--- config.mk ---
export PLATFORM = sky130hd
export DESIGN_NAME = fpdiv_issue
export DESIGN_NICKNAME = d
export VERILOG_FILES = /design/src/rtl/fpdiv_issue.sv
export SDC_FILE = /design/constraint.sdc
export NUM_CORES = 1
export LEC_CHECK = 0
export BUFFER_PORTS_ARGS = -buffer_cell sky130_fd_sc_hd__clkbuf_2
export CORE_MARGIN = 3
export CORE_UTILIZATION = 48
export DETAILED_ROUTE_END_ITERATION = 6
export PLACE_DENSITY = 0.83
export SLEW_MARGIN = 20
export SYNTH_ARGS = -nofsm -noshare
export SYNTH_HDL_FRONTEND = slang
export SYNTH_SLANG_ARGS = --single-unit
--- constraint.sdc ---
create_clock -name clk -period 3.4 [get_ports clk]
set_input_delay 0.17 -clock clk [delete_from_list [all_inputs] [get_ports clk]]
set_output_delay 0.17 -clock clk [all_outputs]
set_load 0.005 [all_outputs]
--- src/rtl/fpdiv_issue.sv ---
// fpdiv_issue: issue/response wrapper around a multi-cycle FP32 divider core.
//
// Accepts one operation at a time, launches it on the core with a one-cycle
// core_start pulse, waits for core_done, and queues the quotient in a small
// response FIFO. At most one operation is ever outstanding.
//
// Ports:
//   clk, reset                      clock, asynchronous active-high reset
//   req_valid/req_ready             request handshake
//   req_op, req_round_mode          op code and rounding mode (passed to core)
//   req_a, req_b                    dividend / divisor (IEEE single)
//   core_start                      one-cycle launch pulse
//   core_op/core_round_mode/        operands latched at acceptance, held
//   core_a/core_b                   until the next acceptance
//   core_done, core_result          core completion pulse and quotient
//   rsp_valid/rsp_ready             response FIFO head handshake
//   rsp_result, rsp_op, rsp_timeout head entry fields
//
// Build option: define FPDIV_TIMEOUT_EN to enable the WAIT timeout. When the
// core stays silent for TIMEOUT_CYCLES cycles a quiet-NaN response with
// rsp_timeout=1 is queued instead. Without it, rsp_timeout is constant 0.
module fpdiv_issue #(
  parameter int unsigned TIMEOUT_CYCLES = 64,
  parameter int unsigned RSP_DEPTH      = 2
) (
  input  logic        clk,
  input  logic        reset,
  input  logic        req_valid,
  output logic        req_ready,
  input  logic [1:0]  req_op,
  input  logic        req_round_mode,
  input  logic [31:0] req_a,
  input  logic [31:0] req_b,
  output logic        core_start,
  output logic [1:0]  core_op,
  output logic        core_round_mode,
  output logic [31:0] core_a,
  output logic [31:0] core_b,
  input  logic        core_done,
  input  logic [31:0] core_result,
  output logic        rsp_valid,
  input  logic        rsp_ready,
  output logic [31:0] rsp_result,
  output logic [1:0]  rsp_op,
  output logic        rsp_timeout
);

  localparam int unsigned PtrW       = $clog2(RSP_DEPTH);
  localparam int unsigned CntW       = PtrW + 1;
  localparam logic [31:0] TimeoutNan = 32'h7FC0_0000;

  typedef enum logic [1:0] {StIdle, StLaunch, StWait} state_e;

  state_e state_q, state_d;

  logic        accept;
  logic        push;
  logic        pop;
  logic        timeout_hit;
  logic [31:0] push_result;

  logic [1:0]  core_op_q;
  logic        core_rm_q;
  logic [31:0] core_a_q;
  logic [31:0] core_b_q;

  logic [31:0]     fifo_result_q [RSP_DEPTH];
  logic [1:0]      fifo_op_q     [RSP_DEPTH];
  logic [PtrW-1:0] wr_ptr_q, rd_ptr_q;
  logic [CntW-1:0] count_q;

  // ---------------------------------------------------------------- FSM
  always_ff @(posedge clk or posedge reset) begin
    if (reset) begin
      state_q <= StIdle;
    end else begin
      state_q <= state_d;
    end
  end

  always_comb begin
    state_d = state_q;
    unique case (state_q)
      StIdle:   if (accept) state_d = StLaunch;
      StLaunch: state_d = StWait;
      StWait:   if (core_done || timeout_hit) state_d = StIdle;
      default:  state_d = StIdle;
    endcase
  end

  // No pending entry exists in IDLE, so the FIFO count alone gates acceptance.
  always_comb begin
    req_ready  = 1'b0;
    core_start = 1'b0;
    push       = 1'b0;
    unique case (state_q)
      StIdle:   req_ready  = (count_q < CntW'(RSP_DEPTH));
      StLaunch: core_start = 1'b1;
      StWait:   push       = core_done || timeout_hit;
      default:  ;
    endcase
  end

  assign accept      = req_valid && req_ready;
  assign push_result = timeout_hit ? TimeoutNan : core_result;

  // ---------------------------------------------------------- operands
  always_ff @(posedge clk or posedge reset) begin
    if (reset) begin
      core_op_q <= '0;
      core_rm_q <= 1'b0;
      core_a_q  <= '0;
      core_b_q  <= '0;
    end else if (accept) begin
      core_op_q <= req_op;
      core_rm_q <= req_round_mode;
      core_a_q  <= req_a;
      core_b_q  <= req_b;
    end
  end

  assign core_op         = core_op_q;
  assign core_round_mode = core_rm_q;
  assign core_a          = core_a_q;
  assign core_b          = core_b_q;

  // ----------------------------------------------------------- timeout
`ifdef FPDIV_TIMEOUT_EN
  localparam int unsigned TmrW = $clog2(TIMEOUT_CYCLES + 1);

  logic [TmrW-1:0] timer_q;
  logic            fifo_to_q [RSP_DEPTH];

  // Cleared during LAUNCH so it reads 0 on the first WAIT cycle.
  always_ff @(posedge clk or posedge reset) begin
    if (reset) begin
      timer_q <= '0;
    end else if (state_q == StLaunch) begin
      timer_q <= '0;
    end else if (state_q == StWait) begin
      timer_q <= timer_q + TmrW'(1);
    end
  end

  // A real completion in the last cycle wins over the timeout.
  assign timeout_hit = (state_q == StWait) && !core_done &&
                       (timer_q == TmrW'(TIMEOUT_CYCLES - 1));

  always_ff @(posedge clk) begin
    if (push) fifo_to_q[wr_ptr_q] <= timeout_hit;
  end

  assign rsp_timeout = fifo_to_q[rd_ptr_q];
`else
  logic unused_timeout_cfg;
  assign unused_timeout_cfg = ^TIMEOUT_CYCLES;
  assign timeout_hit        = 1'b0;
  assign rsp_timeout        = 1'b0;
`endif

  // ------------------------------------------------------ response FIFO
  assign rsp_valid = (count_q != '0);
  assign pop       = rsp_valid && rsp_ready;

  // Depth is a power of two, so pointers wrap naturally.
  always_ff @(posedge clk or posedge reset) begin
    if (reset) begin
      wr_ptr_q <= '0;
      rd_ptr_q <= '0;
      count_q  <= '0;
    end else begin
      if (push) wr_ptr_q <= wr_ptr_q + PtrW'(1);
      if (pop)  rd_ptr_q <= rd_ptr_q + PtrW'(1);
      if (push && !pop) begin
        count_q <= count_q + CntW'(1);
      end else if (pop && !push) begin
        count_q <= count_q - CntW'(1);
      end
    end
  end

  always_ff @(posedge clk) begin
    if (push) begin
      fifo_result_q[wr_ptr_q] <= push_result;
      fifo_op_q[wr_ptr_q]     <= core_op_q;
    end
  end

  assign rsp_result = fifo_result_q[rd_ptr_q];
  assign rsp_op     = fifo_op_q[rd_ptr_q];

endmodule
==> qor.csv <==
metric,value,unit
status,"finished, final reports clean",
Power Dens Cells,803,nW/um^2
# port buffers,207,
Post-Syn Nets,380,
clock network power share,26.3,%
Final Skew,0.00701,ns
max layer used,met4,
Static Leak,3.56,nW
die height,112,um
# DRC,0,
Mean Syn Cell Area,19.4,um^2
Total GRT Usage,22.2,%
DIE AREA,12400,um^2
CTS root buffer,clkbuf_8,
CTS buffer count,17,
fin crit share,59.7,%
"Clk pin slew, worst setup/hold paths",0.06,ns
Setup crit start kind,register,
CP endpoint kind,register,
Sink Count,141,
Reg power frac,41.6,%
CTS tree,done,
synthesized instance count,275,
ant diodes,0,
Max Clk Rate,493,MHz
Ys Warns,0,
CP arrival,2.41,ns
hold depth,3,
library cells used by synthesis,23,
via count,3566,
Finished Layout Cells,741,
Crit path required time,3.78,ns
Post-DP HPWL,7650,um
min-delay src,core_done,
DRT Pass-1 Iters,4,
Slew headroom,33.3,%
vias per cell,4.81,
CTS Buffer Depth,2,
DR iter-0 viols,99,
placed instance count,608,
CTS H-tree lvls,4,
met1 WL,5320,um
Internal,0.00455,W
crit path max fanout,68,
mapped cell area,5340,um^2
endpoints failing setup,0,
nets,697,
hold crit path type,input pin to register,
Detailed Route WL,13300,um
worst setup path class,register to register,
reg2reg start,state_q[0],
met3 WL,1020,um
final hold vios,0,
Setup TNS Final,0,ns
sw frac,29.3,%
Routed wire per std cell,18.0,um
Slew Limit Fails,0,
vias in the first global route,4059,
RR Endpoint,core_b[31],
WL met2,6610,um
Max IR drop VDD,0.000452,V
R2R setup slack,1.37,ns
first-pass GRT wire length,21400,um
# IOs,209,
RSZ-0062 raised after global routing,false,
sequential element share of the synthesized area,72.4,%
largest net degree at the start of global routing,69,
fin crit period,2.03,ns
combinational share of power,32.0,%
P_sw,0.00189,W
FF-to-FF path depth,3,
Initial Utilization,50.6,%
initial antenna violation count,0,
fraction of layout cells with a size suffix above 1,57.7,%
hold worst-path end,state_q[1],
Routed Antenna Nets,0,
Pwr Total,0.00644,W
# rows,37,
max_cap viols,0,
post-CTS setup buffers,0,
grt total ovfl,0,
RD Place Congestion,0.725,
synth-to-layout area growth,50.0,%
Slew @ Worst Pin,1.00,ns
#FFs+latches synth,141,
Core ar.,10600,um^2
worst skew pair latency,0.50,ns
Die X,112,um
-- per-layer routing --
metal / track usage [%] / vias to the layer above
met5: 0 / -
met4: 9.41 / 0
met3: 7.77 / 31
met2: 36.9 / 171
met1: 26.4 / 1721
li1: - / 1643
-- power by group through the flow --
stage | Combinational [W] | Clock (W) | Sequential [W]
CTS | 0.00203 | 0.00172 | 0.00265
detailed placement | 0.00193 | 0 | 0.00266
global placement | 0.00188 | 0 | 0.00263
floorplan | 0.00114 | 0 | 0.00265
finish | 0.00206 | 0.00170 | 0.00268
global route | 0.00223 | 0.00180 | 0.00273
-- layout by cell type, fill, tap and decap left out, types with 2 or more instances in the layout --
cell type / n
mux2_4: 19
clkinv_2: 3
dlygate4sd3_1: 101
buf_4: 3
clkinv_4: 2
dfrtp_1: 73
mux2_2: 82
edfxtp_1: 68
clkbuf_8: 2
clkinvlp_4: 4
clkbuf_16: 16
inv_4: 3
or2_2: 2
xor2_1: 2
xnor2_1: 3
clkbuf_2: 207
-- worst max-delay path by stage --
stage | start | endpoint | slack [ns] | depth (start not counted)
final | state_q[0] | core_b[31] | 1.37 | 3
after floorplan | state_q[0] | fifo_op_q[0][0] | 0.92 | 2
after detailed placement | state_q[0] | core_a[3] | 1.42 | 3
after global routing | state_q[0] | core_a[5] | 1.27 | 3
after global placement | state_q[0] | core_b[27] | 1.47 | 3
after CTS | state_q[0] | core_b[31] | 1.41 | 3
-- cell families (layout without fill, tap and decap cells) --
| group | after synthesis | in the layout | share of synthesized area [%] |
|---|---|---|---|
| xor gates and xnor gates | 5 | 5 | 0.820 |
| adders and majority gates | 1 | 1 | 0.234 |
| buffers and inverters | 15 | 345 | 2.53 |
| DFF | 141 | 141 | 72.4 |
| muxes | 101 | 101 | 22.6 |
| other | 1 | 1 | 0.0702 |
| and+or+nand+nor | 11 | 11 | 1.31 |
-- cells in the mapped netlist --
cell / number / share of area [%]
buf_4: 5 / 0.70
ha_1: 1 / 0.23
nand3b_1: 1 / 0.14
xor2_1: 2 / 0.33
mux2_2: 82 / 17
nor2_1: 2 / 0.14
xnor2_1: 3 / 0.49
mux2_4: 19 / 5.3
nor3_2: 1 / 0.19
nor2b_1: 1 / 0.12
buf_2: 3 / 0.28
and2_1: 1 / 0.12
inv_1: 2 / 0.14
edfxtp_1: 68 / 38
or2_2: 2 / 0.23
buf_12: 3 / 1.1
and2_4: 1 / 0.16
nor3b_1: 1 / 0.14
buf_6: 1 / 0.21
clkbuf_1: 1 / 0.070
nand2_1: 1 / 0.070
conb_1: 1 / 0.070
dfrtp_1: 73 / 34
-- registers in the layout, indices dropped and copies added, names as in the netlist --
name	count
rd_ptr_q	1
fifo_op_q	4
core_op	2
wr_ptr_q	1
state_q	2
fifo_result_q	64
core_a	32
core_round_mode	1
count_q	2
core_b	32
-- final cells by class --
type                       count  area, um^2
clock buffer                  19         435
clock inverter                13         115
fill                         589        2540
inverter                       2        8.76
multi-input combinational    119        1350
sequential                   141        3870
tap                          136         170
timing repair buffer         311        2070
-- timing repair --
item                                    4_1_cts  5_1_grt
hold buffers                                101        0
endpoints found under the setup margin        0        0
gates resized for setup                       0        0
endpoints found under the hold margin       183        0
-- worst max-delay path, stage by stage, from the launching register on --
cell,delay [ns]
dfrtp_1,0.40
nor3_2,0.21
and2_4,0.83
mux2_2,0.42
-- metrics by stage --
step	hold slack [ns]	utilization, %	cell area [um^2]	setup WS [ns]
3_5_place_dp	0.367	61.1	6450	1.42
6_report	0.0765	75.9	8010	1.37
3_3_place_gp	0.360	61.1	6450	1.47
2_1_floorplan	0.269	-	5340	0.919
5_1_grt	0.103	75.9	8010	1.27
4_1_cts	0.0521	75.9	8010	1.41
Note: power is estimated with default switching activity, not from simulation.
